--- config.mk ---
export PLATFORM = sky130hd
export DESIGN_NAME = inst_fetch_queue
export DESIGN_NICKNAME = d
export VERILOG_FILES = /design/src/rtl/inst_fetch_queue.sv
export SDC_FILE = /design/constraint.sdc
export NUM_CORES = 1
export LEC_CHECK = 0
export ABC_AREA = 1
export CAP_MARGIN = 30
export CELL_PAD_IN_SITES_DETAIL_PLACEMENT = 0
export CELL_PAD_IN_SITES_GLOBAL_PLACEMENT = 1
export CORE_MARGIN = 1
export CORE_UTILIZATION = 48
export CTS_CLUSTER_SIZE = 40
export DETAILED_ROUTE_END_ITERATION = 12
export PLACE_DENSITY_LB_ADDON = 0.1
export SYNTH_ARGS = -nofsm -noshare
export SYNTH_HDL_FRONTEND = slang
export SYNTH_SLANG_ARGS = --single-unit
--- constraint.sdc ---
create_clock -name clk_in -period 11.6 [get_ports clk_in]
set_input_delay 2.32 -clock clk_in [delete_from_list [all_inputs] [get_ports clk_in]]
set_output_delay 2.32 -clock clk_in [all_outputs]
set_load 0.1 [all_outputs]
--- src/rtl/inst_fetch_queue.sv ---
// rtl/inst_fetch_queue.sv - instruction fetcher with I-cache/miss path, next-PC prediction and decode queue
// Fetch runs ahead of decode into a small FIFO; a flush redirects PC and drops queued entries.
module inst_fetch_queue #(
   parameter int unsigned           ADDR_WIDTH = 32,
   parameter int unsigned           INST_WIDTH = 32,
   parameter int unsigned           QDEPTH_LOG = 3,
   parameter logic [ADDR_WIDTH-1:0] RESET_PC   = '0
) (
   input  logic                  clk_in,
   input  logic                  rst_in,
   input  logic                  rdy_in,
   input  logic                  clr_in,
   input  logic [ADDR_WIDTH-1:0] clr_pc,
   output logic [ADDR_WIDTH-1:0] ic_fetch_addr,
   input  logic                  ic_hit,
   input  logic [INST_WIDTH-1:0] ic_hit_inst,
   output logic                  ic_wr_valid,
   output logic [ADDR_WIDTH-1:0] ic_wr_addr,
   output logic [INST_WIDTH-1:0] ic_wr_inst,
   output logic                  mc_req,
   output logic [ADDR_WIDTH-1:0] mc_addr,
   input  logic                  mc_ack,
   input  logic                  mc_valid,
   input  logic [INST_WIDTH-1:0] mc_inst,
   output logic [ADDR_WIDTH-1:0] pr_pc,
   input  logic                  pr_taken,
   output logic                  dc_valid,
   output logic [ADDR_WIDTH-1:0] dc_pc,
   output logic [INST_WIDTH-1:0] dc_inst,
   output logic                  dc_pred,
   input  logic                  dc_pop,
   output logic [QDEPTH_LOG:0]   q_count
);

   localparam int unsigned DEPTH = 1 << QDEPTH_LOG;
   localparam logic [QDEPTH_LOG:0] DEPTH_C = {1'b1, {QDEPTH_LOG{1'b0}}};

   typedef enum logic [1:0] {IDLE, MISS_REQ, MISS_WAIT, DISCARD} state_t;

   state_t                  state, state_nxt;
   logic [ADDR_WIDTH-1:0]   pc;
   logic [QDEPTH_LOG-1:0]   wr_ptr, rd_ptr;
   logic [QDEPTH_LOG:0]     count;

   logic [ADDR_WIDTH-1:0]   pc_mem   [DEPTH];
   logic [INST_WIDTH-1:0]   inst_mem [DEPTH];
   logic                    pred_mem [DEPTH];

   logic                    push, pop, fill, req_set, req_clr;
   logic [INST_WIDTH-1:0]   fetch_inst;
   logic [ADDR_WIDTH-1:0]   nxt_pc;
   logic                    pred;
   logic [20:0]             j_imm;
   logic [12:0]             b_imm;

   assign ic_fetch_addr = pc;
   assign pr_pc         = pc;
   assign q_count       = count;
   assign dc_valid      = (count != '0);
   assign dc_pc         = pc_mem[rd_ptr];
   assign dc_inst       = inst_mem[rd_ptr];
   assign dc_pred       = pred_mem[rd_ptr];

   // Only a MISS_WAIT push uses memory data; every other push comes from the cache.
   assign fetch_inst = (state == MISS_WAIT) ? mc_inst : ic_hit_inst;
   assign j_imm = {fetch_inst[31], fetch_inst[19:12], fetch_inst[20], fetch_inst[30:21], 1'b0};
   assign b_imm = {fetch_inst[31], fetch_inst[7], fetch_inst[30:25], fetch_inst[11:8], 1'b0};

   always_comb begin
      nxt_pc = pc + ADDR_WIDTH'(4);
      pred   = 1'b0;
      if (fetch_inst[6:0] == 7'b1101111) begin
         pred   = 1'b1;
         nxt_pc = pc + {{(ADDR_WIDTH-21){j_imm[20]}}, j_imm};
      end else if (fetch_inst[6:0] == 7'b1100011) begin
         pred = pr_taken;
         if (pr_taken) nxt_pc = pc + {{(ADDR_WIDTH-13){b_imm[12]}}, b_imm};
      end
   end

   always_comb begin
      state_nxt = state;
      push      = 1'b0;
      fill      = 1'b0;
      req_set   = 1'b0;
      req_clr   = 1'b0;
      case (state)
         IDLE: begin
            if (!clr_in && count < DEPTH_C) begin
               if (ic_hit) begin
                  push = 1'b1;
               end else begin
                  req_set   = 1'b1;
                  state_nxt = MISS_REQ;
               end
            end
         end
         MISS_REQ: begin
            if (mc_ack) begin
               req_clr   = 1'b1;
               state_nxt = clr_in ? DISCARD : MISS_WAIT;
            end else if (clr_in) begin
               req_clr   = 1'b1;
               state_nxt = IDLE;
            end
         end
         MISS_WAIT: begin
            if (mc_valid) begin
               fill      = 1'b1;
               push      = !clr_in;
               state_nxt = IDLE;
            end else if (clr_in) begin
               state_nxt = DISCARD;
            end
         end
         DISCARD: begin
            // The stale line is still valid for mc_addr, so the cache keeps it.
            if (mc_valid) begin
               fill      = 1'b1;
               state_nxt = IDLE;
            end
         end
         default: state_nxt = IDLE;
      endcase
      pop = dc_pop && (count != '0) && !clr_in;
   end

   always_ff @(posedge clk_in or posedge rst_in) begin
      if (rst_in) begin
         state       <= IDLE;
         pc          <= RESET_PC;
         wr_ptr      <= '0;
         rd_ptr      <= '0;
         count       <= '0;
         mc_req      <= 1'b0;
         mc_addr     <= '0;
         ic_wr_valid <= 1'b0;
         ic_wr_addr  <= '0;
         ic_wr_inst  <= '0;
      end else if (rdy_in) begin
         state       <= state_nxt;
         ic_wr_valid <= fill;
         if (fill) begin
            ic_wr_addr <= mc_addr;
            ic_wr_inst <= mc_inst;
         end
         if (req_set) begin
            mc_req  <= 1'b1;
            mc_addr <= pc;
         end else if (req_clr) begin
            mc_req <= 1'b0;
         end
         if (clr_in) begin
            pc     <= clr_pc;
            wr_ptr <= '0;
            rd_ptr <= '0;
            count  <= '0;
         end else begin
            if (push) begin
               pc     <= nxt_pc;
               wr_ptr <= wr_ptr + QDEPTH_LOG'(1);
            end
            if (pop) rd_ptr <= rd_ptr + QDEPTH_LOG'(1);
            if (push && !pop)      count <= count + (QDEPTH_LOG+1)'(1);
            else if (pop && !push) count <= count - (QDEPTH_LOG+1)'(1);
         end
      end
   end

   always_ff @(posedge clk_in) begin
      if (rdy_in && push) begin
         pc_mem[wr_ptr]   <= pc;
         inst_mem[wr_ptr] <= fetch_inst;
         pred_mem[wr_ptr] <= pred;
      end
   end

endmodule

======== After elaboration in Yosys (flattened, before gate mapping) ========
Memory sizes are Yosys's and may differ from the RTL's.
Cells that the tools add are included.
storage, ports and cells
  memories kept ........................... 3
  input bits .............................. 105
  output and inout port bits .............. 232
  register bits after elaboration ......... 142
  logic and storage cells ................. 94
  bits in writable memories ............... 520
cells by class
  add/subtract/negate cells ............... 7
  reductions and logical operators ........ 23
  magnitude comparators ................... 1
  eq/ne operators ......................... 10
  mux-type cells .......................... 40
memories
  name      depth  bits a word  rd ports  clocked after memory_dff  wr ports  RTL line  text
  inst_mem  8      32           1         0                         1         46        logic [INST_WIDTH-1:0] inst_mem [DEPTH];
  pc_mem    8      32           1         0                         1         45        logic [ADDR_WIDTH-1:0] pc_mem [DEPTH];
  pred_mem  8      1            1         0                         1         47        logic pred_mem [DEPTH];
operators with widths
  kind                                                 count
  2-to-1 mux 32 bit                                    6
  adder 32 bit                                         2
  adder 32 x 3 -> 32 bit, second input constant        1
  2-to-1 mux 1 bit                                     18
  equality test 7 bit, second input constant           2
  2-to-1 mux 2 bit                                     7
  2-to-1 mux 3 bit                                     4
  2-to-1 mux 4 bit                                     3
  AND reduction 2 bit                                  6
  one-hot mux 2 bit (4 select lines)                   1
  adder 3 x 1 -> 3 bit, second input constant          2
  logical AND 1 bit                                    6
  inequality test 2 bit, second input constant         3
  inequality test 3 bit, second input constant         2
  AND reduction 6 bit                                  1
  nonzero test 2 bit                                   3
  adder 4 x 1 -> 4 bit, second input constant          1
  equality test 2 bit, second input constant           2
  < comparator 4 bit, second input constant            1
  nonzero test 4 bit                                   1
  subtractor 4 x 1 -> 4 bit, second input constant     1
  logical NOT 1 bit                                    3
  nonzero test 3 bit                                   1
  equality test 2 x 1 -> 1 bit, second input constant  1
  other kinds (3)                                      3

======== Longest topological paths before layout ========
Gate-level depths: netlist of the first run.
  depth after elaboration ................. 9
  mapped depth ............................ 24
  depth with buffers taken out ............ 21

======== Least setup slack after synthesis of the first run ========
OpenSTA, ideal clock, no wires.
  kind .................................... input port to flip-flop
  start point ............................. input clr_in
  end point ............................... memory inst_mem[4][0] (enable)
  slack ................................... 3648 ps
  setup time .............................. 568 ps
  stages on the path ...................... 7
  arrival time ............................ 7384 ps
  required time ........................... 11032 ps
  buffers on the path ..................... 0
  cell sequence ........................... nor2_1 nand2_1 nand2_1 inv_1 nor2_2 nand2_1 nor3_1
between the ends
  word-level cells in the longest chain between the ends .. 7
  elaborated cells between the ends (all ways) .. 8
  those cells by class .................... 5 x mux; 3 x reduce/logical
ends and longest elaborated chain
  item                                      RTL line  text
  start, declared                           12        input logic clr_in,
  logical NOT 1 bit *                       89, 110
  logical AND 1 bit                         89        if (!clr_in && count < DEPTH_C) begin
  2-to-1 mux 1 bit                          89
  one-hot mux 1 bit (2 select lines) *      87        case (state)
  logical AND 1 bit *                       171       if (rdy_in && push) begin
  2-to-1 mux 1 bit *                        171
  2-to-1 mux 1 bit (not written as such) *  173       inst_mem[wr_ptr] <= fetch_inst;
  end, declared                             46
Every way passes the cells marked *; elsewhere a longest branch is shown, timed or not.

======== Worst setup path after layout of the first run ========
  start point ............................. register rd_ptr[1]
  end point ............................... output dc_pc[14]
between the ends
  word-level cells in the longest chain between the ends .. 1
ends and longest elaborated chain
  item                      RTL line  text
  start, declared           42        logic [QDEPTH_LOG-1:0] wr_ptr, rd_ptr;
  start signal, assigned    163       if (pop) rd_ptr <= rd_ptr + QDEPTH_LOG'(1);
  memory read (8 x 32 bit)  -
  end, declared             28        output logic [ADDR_WIDTH-1:0] dc_pc,
Every way passes these cells.

==> results.md, run 1 <==
- Status: finished, final reports clean
- Port Buffers: around 340
- Hold Crit Class: reg2reg
- Cell Area, Synth: 31130 µm²
- Mean Syn Cell Area: about 9.8 µm²
- Min Clock Period, post-route: about 7.3 ns
- Placed inst area: between 30000 and 40000 µm²
- Worst-case reg-to-reg path depth: 17
- Worst Max-Slew Pin Slew: roughly 1.2 ns
- Hold_buf cts: 0
- Setup_tns: 0 ns
- Critical Path Slowest Stage Cell: clkdlybuf4s50_1
- CTS tree: yes
- Tcrit/Tclk final: between 60% and 70%
- WL/cell: 22.40 µm
- Clk slew on worst S/H paths: roughly 0.06 ns
- Pins over their slew limit: 0
- Total number of vias: about 25000
- Crit start category: flop
- H-tree Lvls: 3
- Layout cells sized above 1: roughly 7.5%
- Crit-path cells: inv_4, buf_4, o21ai_0, o22ai_1, nor2_1, a31oi_1, clkdlybuf4s50_1
- I/O pin cnt: between 300 and 400
- Die Y: between 200 and 300 µm
- Worst Skew: ~0.024 ns
- Worst Path Max Fanout: 67
- Clk sinks: 662
- Worst Path Required: just over 9 ns
- Final Hold Slack: 0.4712 ns
- Pin count of the biggest net entering global routing: approximately 260
- Hold Path Sink: mc_req
- Die Span X: about 260 µm
- Mapped Cells: around 3200
- Initial antenna violation count: 2
- Delay of the slowest critical-path stage: approximately 1.2 ns
- Slew Limit Headroom: between 20 and 25%
- Reg2reg start: state[1]
- Crit Path Class: reg2out
- Final nets: roughly 3600
- Sequential area share after synthesis: around three fifths
- All-Layer GR Usage: 29.26%
- RSZ-0062 raised after global routing: no
- Layout area overhead: 21.67%
- Synth warn: 0
- Post-Route WL: 97830 µm
- Reg-to-reg slack, setup: between 7 and 8 ns
- Die ar.: 65880 µm²
- First-pass DRT Iterations: 6
- Setup Buffers After CTS: 0
- Maxcap violations: 0
- Cell row count: just over 90
- Design Area, Final: around 38000 µm²
- First-pass GRT wire length: 146100 µm
- Worst Hold Path Cells: 2
- Data arrival time of the critical path: ~5.0 ns
- PostCTS Resize Cnt: 0
- DRT antenna net count: 0
- Hold Crit Start: mc_req
- Reg2reg end: ic_fetch_addr[29]
- Final GP Congestion: 0.9323
- 1st-iter DRT viols: about 2200
- Flops & latches, synth: 662
- Finish-stage setup viols: 0
- Netlist cell types: 53
- Root Buffer: clkbuf_16
- Initial Util: about half
- Worst skew pair latency: 0.61 ns
- Clk buf depth: 3
- CORE AREA: 63540 µm²
- Post-synth net total: 3326
- Final-report hold violation count: 0
- Global route total overflow: 0
- CTS buffer count: 72
- DRC viols: 0
- DP HPWL: 63230 µm
- Worst Setup End Kind: output pin
- Number of global-route vias before repair: between 20000 and 25000
- Drt via density: around 5.6
- Fmax: 136.7 MHz
[registers in the layout, summed over array words and instances, names as in the netlist]
signal	cells
inst_mem	256
pc_mem	256
ic_fetch_addr	32
ic_wr_addr	32
ic_wr_inst	32
mc_addr	32
pred_mem	8
q_count	4
rd_ptr	3
wr_ptr	3
state	2
ic_wr_valid	1
mc_req	1
[per-layer routing]
layer  share of wire, %  GRT usage, %
met4                2.9         9.325
met3                5.5         3.381
met1                 43         40.23
met2                 49         48.57
met5                  0             0
[cells in the mapped netlist (all sizes together)]
cell type | number | area, µm²
nand2 | 504 | 1904
o221ai | 1 | 8.760
or2 | 5 | 31.28
nor3 | 30 | 166.4
o21a | 3 | 22.52
a21boi | 1 | 7.510
dfrtp | 142 | 3553
nand4 | 16 | 100.1
and2 | 2 | 12.51
ha | 52 | 650.6
o311ai | 1 | 8.760
o21ai | 418 | 2115
nor4 | 2 | 12.51
mux2 | 35 | 394.1
a21o | 5 | 37.54
a22o | 1 | 8.760
xor2 | 18 | 157.7
edfxtp | 520 | 15610
clkbuf | 118 | 442.9
fa | 3 | 60.06
a31oi | 68 | 425.4
o22ai | 70 | 437.9
a32oi | 1 | 8.760
o21bai | 3 | 22.52
clkinv | 2 | 8.750
inv | 203 | 762.0
nand3b | 5 | 37.54
a22oi | 2 | 20.02
xnor2 | 3 | 26.28
o31ai | 1 | 7.510
nand3 | 146 | 753.2
nor2 | 638 | 2412
o211ai | 10 | 90.09
buf | 62 | 431.7
a21oi | 75 | 379.1
[critical path, delay by kind of cell, from the launching register on]
family          cells  cell delay [ns]
compound gates      3             0.88
simple gates        1             0.06
flops               1             0.74
buf+inv             3             2.62
[cells in the final DEF (no fill, tap or decap), types with 74 or more instances in the layout]
| cell | instances |
|---|---|
| a21oi_1 | 74 |
| nor2_1 | 630 |
| nand3_1 | 143 |
| o21ai_0 | 394 |
| inv_1 | 195 |
| edfxtp_1 | 520 |
| clkdlybuf4s50_1 | 336 |
| nand2_1 | 498 |
| dfrtp_1 | 140 |
| clkbuf_16 | 74 |
[metrics by stage]
stage | utilization [%] | cells | worst slack (ns)
2_1_floorplan | - | 3166 | 3.648
3_3_place_gp | 55.35 | 4220 | 4.928
3_5_place_dp | 55.88 | 4233 | 4.914
4_1_cts | 59.61 | 4366 | 4.224
5_1_grt | 59.61 | 4367 | 4.024
6_report | 59.61 | 4368 | 4.282
[logic make-up (layout without fill, tap and decap cells)]
kind of cell	count (synthesis)	count (layout)	synth area share (%)
fa+ha+maj	55	55	2.283
flops	662	662	61.57
xor+xnor	21	21	0.5908
simple gates	1348	1348	17.44
other cells	0	2	0
mux	35	35	1.266
buf+inv	385	739	5.285
compound gates	660	660	11.56
[cell type report]
cell class                      instances  area [µm²]
Antenna cell                            2       5.005
Tap cell                              846        1059
Clock buffer                           82        1892
Multi-Input combinational cell       2119       10380
Timing Repair Buffer                  401        4104
Inverter                              205       785.8
Fill cell                            5369       25660
Sequential cell                       662       19180
Clock inverter                         51       475.5
[how the worst max path moves through the flow]
stage	start	depth (start not counted)	end	slack [ns]
after floorplan	clr_in	7	inst_mem[4][0]	3.65
after global placement	rd_ptr[1]	7	dc_pc[14]	4.93
after detailed placement	rd_ptr[1]	7	dc_pc[14]	4.91
after CTS	rd_ptr[1]	7	dc_pc[14]	4.22
after global routing	rd_ptr[1]	7	dc_pc[14]	4.02
final	rd_ptr[1]	7	dc_pc[14]	4.28
Power of run 1 is left out: the tool's default activity adds up to more than one toggle a clock period on the data nets, which glitch-free logic cannot reach.
==> inputs of run 2 (changes only) <==
- CORE_UTILIZATION: 48 -> 44
- clock period: 11.6 -> 7.6 ns (I/O delays scaled with it)
==> run 2 against run 1 <==
Compared with the run above:
- sequential share of layout area is 0.53 points lower
- non-clock buffer count is 14 higher
- design area is 1.1% higher
- global-route usage is 1.6 points lower
- worst hold slack better by 0.0020 ns
- highest routed layer unchanged
- clock skew is 0.0083 ns lower
- critical path depth stayed put
- utilization is 5.0 points lower
- final cell count is 2.5% higher
- wire length is 2.1% higher
- register-to-register slack worse by 4.2 ns
- die area is 9.0% higher
==> results.md, run 2 (synthesis results as in run 1) <==
- Delay of the slowest critical-path stage: roughly 1.2 ns
- CTS buffer count: 73
- RSZ-0062 raised after global routing: no
- Crit start category: flop
- Delay-heaviest family, CP: buffers and inverters
- Drt via density: ~5.5
- Initial Util: between 40% and 50%
- DRC viols: 0
- Worst skew pair latency: between 0.6 and 0.7 ns
- Top Registers: inst_mem: 256 flops, pc_mem: 256 flops
- Port Buffers: ~340
- H-tree Lvls: 3
- Fmax: around 160 MHz
- First-pass DRT Iterations: 7
- Layout area overhead: 22.95%
- CORE AREA: approximately 70000 µm²
- Total number of vias: around 24000
- Count of non-filler cells in the finished layout: approximately 4500
- Worst Path Max Fanout: 135
- Global route total overflow: 0
- Design Area, Final: around 38000 µm²
- Die Span X: approximately 270 µm
- All-Layer GR Usage: about 28%
- CTS tree: yes
- Final nets: between 3000 and 4000
- WL/cell: 22.32 µm
- Final core utilization: between 50% and 60%
- Pin count of the biggest net entering global routing: between 100 and 150
- Finish-stage setup viols: 0
- Worst Skew: about 0.016 ns
- WP buf/inv: 3
- Post-Route WL: 99920 µm
- DRT antenna net count: 0
- Hold Crit Class: reg2reg
- Setup_tns: 0 ns
- Die Y: around 270 µm
- Worst Max-Slew Pin Slew: approximately 1.0 ns
- PostCTS Resize Cnt: 0
- Die ar.: between 70000 and 80000 µm²
- First-pass GRT wire length: approximately 150000 µm
- Clk sinks: 662
- Pins over their slew limit: 0
- Most frequent cells in the layout: nor2_1 (630), edfxtp_1 (520), nand2_1 (498), o21ai_0 (393), clkdlybuf4s50_1 (336)
- Worst Setup End Kind: output pin
- Clk slew on worst S/H paths: approximately 0.060 ns
- Root Buffer: clkbuf_16
- DP HPWL: around 65000 µm
- Data arrival time of the critical path: ~4.7 ns
- Layout cells sized above 1: under 10%
- Final-report hold violation count: 0
- Final GP Congestion: between 0.9 and 1
- Most common cell after layout, fill and taps aside: nor2_1
- Number of global-route vias before repair: 23680
- Worst Path Required: a little over 6 ns
- Fill cells: about 6200
- Placed inst area: between 30000 and 40000 µm²
- CP Launch Point: rd_ptr[0]
- Reg2reg start: state[1]
- Slew Limit Headroom: 30.06%
- Tcrit/Tclk final: slightly above 80%
- Setup Buffers After CTS: 0
- Crit Path Class: reg2out
- Status: finished, final reports clean
- Initial antenna violation count: 5
- I/O pin cnt: 337
- Maxcap violations: 0
- Hold_buf cts: 0
- Cell row count: slightly below 100
- Min Clock Period, post-route: approximately 6 ns
- Clk buf depth: 3
- Hold Crit Start: mc_req
- 1st-iter DRT viols: just under 2000
- Critical Path Slowest Stage Cell: clkdlybuf4s50_1
- Crit-path cells: inv_6, buf_4, o21ai_0, o22ai_1, nor2_1, a31oi_1, clkdlybuf4s50_1
- DP Cell Count: 4339
## run 2: cell count changes in the layout (fill, tap and decap cells not counted), moves of 2 or more
| cell | change |
|---|---|
| clkinv_2 | -2 |
| inv_6 | -3 |
| clkbuf_8 | +7 |
| clkinvlp_4 | -5 |
| buf_4 | +8 |
| clkinv_1 | -4 |
| clkbuf_1 | +4 |
| buf_12 | +4 |
| inv_16 | +2 |
| buf_16 | +2 |
## run 2: final cells by class
cell class                 count  area [µm²]  area share (%)
antenna                        1       2.502        0.006538
clock buffer                  93        2003           5.233
clock inverter                41       451.7           1.180
inverter                     205       785.8           2.053
multi-input combinational   2119       10380           27.12
sequential                   662       19180           50.10
tap                          940        1176           3.073
timing repair buffer         415        4299           11.23
## run 2: per-layer routing
layer  GRT usage, %  wire length [µm]  vias up
met3          3.390              5317      164
met2          46.89             48730      829
met5              0                 0        -
met4          10.15              3229        0
met1          36.43             42650    11930
li1               -                 -    11520
## run 2: through the flow
step                      hold slack, ns  setup WS (ns)
after floorplan                   0.4949         0.4478
after global placement            0.4602          1.899
after detailed placement          0.4651          2.100
after CTS                         0.4803          1.424
after global routing              0.5173          1.137
final                             0.4732          1.415
## run 2: path summary, 6_finish.rpt
check	endpoint	slack [ns]	depth (start not counted)
max in group asynchronous	rd_ptr[0]	4.86	4
max	dc_pc[19]	1.42	7
min in group asynchronous	ic_wr_addr[28]	1.20	2
max reg2reg	ic_fetch_addr[30]	3.19	16
min	mc_req	0.47	2
min reg2reg	mc_req	0.47	2
## run 2: worst register-to-register path, stage by stage, from the launching register on
cell,delay (ns)
dfrtp_1,0.45
nand2_2,0.66
buf_4,0.48
nand2_1,0.13
o21ai_2,0.12
buf_4,0.43
ha_1,0.46
a21oi_1,0.31
o21ai_0,0.21
a21oi_1,0.42
nor2_1,0.08
nor2_1,0.15
nand3_1,0.10
nand3_1,0.09
nand3_1,0.10
nand2_1,0.10
nand2_1,0.05
Power of run 2 is left out for the same reason.
==> inputs of run 3 (changes only) <==
- clock period: 7.6 -> 6 ns (I/O delays scaled with it)
==> run 3 against run 2 <==
Compared with the run above:
- die area unchanged
- clock-buffer cell count up 8
- utilization down 0.79 points
- worst setup slack worse by 0.77 ns
- sequential share of layout area up 0.73 points
- critical endpoint is now dc_inst[21]
- register-to-register slack worse by 1.3 ns
- flip-flop and latch count unchanged
- design area down 1.4%
- non-clock buffer count down 10
- clock skew up 0.0018 ns
==> results.md, run 3 (synthesis results as in run 1) <==
- Most common cell after layout, fill and taps aside: nor2_1
- Data arrival time of the critical path: about 4.2 ns
- Hold_buf cts: 0
- CTS buffer count: 74
- Clk slew on worst S/H paths: about 0.060 ns
- Setup Buffers After CTS: 0
- Cell row count: 97
- First-pass GRT wire length: roughly 150000 µm
- All-Layer GR Usage: between 20 and 30%
- DRC viols: 0
- CTS tree: yes
- Global route total overflow: 0
- Initial Util: between 40 and 50%
- Delay of the slowest critical-path stage: between 1 and 1.5 ns
- Top Registers: inst_mem: 256 flops, pc_mem: 256 flops
- 1st-iter DRT viols: 2371
- RSZ-0062 raised after global routing: no
- CORE AREA: ~70000 µm²
- DRT antenna net count: 0
- Layout area overhead: 21.18%
- Crit start category: flop
- Slew Limit Headroom: between 30% and 40%
- Pin count of the biggest net entering global routing: ~130
- Die Y: approximately 270 µm
- Final GP Congestion: 0.9100
- Die ar.: 71820 µm²
- DP HPWL: approximately 66000 µm
- Worst skew pair latency: 0.61 ns
- Worst Setup End Kind: output pin
- Final-report hold violation count: 0
- Clk buf depth: 3
- Crit Path Class: reg2out
- Crit-path cells: buf_4, o21ai_0, o22ai_1, nor2_1, a31oi_1, clkdlybuf4s50_1
- Setup_tns: 0 ns
- Die Span X: 268 µm
- Root Buffer: clkbuf_16
- I/O pin cnt: 337
- Drt via density: 5.485
- Fmax: about 190 MHz
- Status: finished, final reports clean
- Hold Crit Class: reg2reg
- First-pass DRT Iterations: 6
- Fill cells: 6237
- Most frequent cells in the layout: nor2_1 (630), edfxtp_1 (520), nand2_1 (498), o21ai_0 (394), clkdlybuf4s50_1 (292)
- Worst Path Max Fanout: 91
- Number of global-route vias before repair: about 24000
- Worst Max-Slew Pin Slew: approximately 1.0 ns
- Layout cells sized above 1: 8.477%
- Initial antenna violation count: 3
- Delay-heaviest family, CP: buffers and inverters
- H-tree Lvls: 3
- Maxcap violations: 0
- Tcrit/Tclk final: roughly 89%
- Clk sinks: between 600 and 700
- Worst Path Required: 4.80 ns
- Worst Skew: 0.01772 ns
- WL/cell: about 23 µm
- Post-Route WL: between 100000 and 150000 µm
- WP buf/inv: 2
- Pins over their slew limit: 0
- Final nets: ~3600
- Port Buffers: 336
- Finish-stage setup viols: 0
- Min Clock Period, post-route: roughly 5.4 ns
- Total number of vias: 24520
- Critical Path Slowest Stage Cell: clkdlybuf4s50_1
- PostCTS Resize Cnt: 0
-- run 3: cell types whose count changed in the layout (fill, tap and decap cells not counted), sizes merged --
cell and delta:
clkinvlp -1, buf +34, diode +3, clkdlybuf4s50 -44
clkbuf +8, inv +2, bufinv -4, clkinv -3
-- run 3: area by class of cell --
type | count | area (µm²) | share of cell area [%]
sequential | 662 | 19180 | 50.83
multi-input combinational | 2119 | 10380 | 27.52
inverter | 205 | 785.8 | 2.083
tap | 940 | 1176 | 3.118
timing repair buffer | 405 | 3886 | 10.30
clock buffer | 101 | 2026 | 5.370
antenna | 4 | 10.01 | 0.02653
clock inverter | 35 | 282.8 | 0.7496
-- run 3: layer usage --
layer  GRT usage (%)  vias up  part of all wire, %
met5               0        -                    0
met4           9.683        0                  3.2
met3           3.500      148                  5.7
met2           46.52      853                   48
met1           38.03    12000                   43
li1                -    11520                    -
-- run 3: stage by stage --
step	cells	setup slack [ns]	instance area (µm²)	util, %	hold WS [ns]
after global placement	4329	1.240	35350	50.48	0.4619
after CTS	4467	0.5634	37710	53.86	0.4855
final	4471	0.6413	37720	53.87	0.4826
after detailed placement	4331	1.219	35410	50.56	0.4719
after floorplan	3166	-0.8322	31130	-	0.4949
after global routing	4470	0.3900	37720	53.87	0.5133
-- run 3: final timing paths --
| check | slack, ns | end | startpoint | cells past startpoint |
|---|---|---|---|---|
| max reg2reg | 1.89 | ic_fetch_addr[18] | state[0] | 19 |
| min | 0.48 | ic_wr_inst[24] | ic_wr_inst[24] | 2 |
| min reg2reg | 0.48 | ic_wr_inst[24] | ic_wr_inst[24] | 2 |
| max | 0.64 | dc_inst[21] | rd_ptr[0] | 6 |
| min in group asynchronous | 1.10 | ic_wr_addr[30] | rst_in | 2 |
| max in group asynchronous | 3.78 | ic_wr_inst[6] | rst_in | 3 |
-- run 3: worst reg2reg max path, cell delays in order, from the launching register on --
cell and delay (ns):
dfrtp_1 0.41, inv_2 0.12, nand2_2 0.39, buf_12 0.37
o21ai_0 0.42, buf_4 0.27, ha_1 0.29, nand2_1 0.12
o21ai_0 0.58, a21oi_1 0.08, nand2_1 0.32, nand2_1 0.13
nand2_1 0.08, nand2_1 0.04, nand3_1 0.08, nand2_1 0.07
inv_1 0.09, nand2_1 0.05, nand2_1 0.05, nand2_1 0.05
Power of run 3 is left out for the same reason.
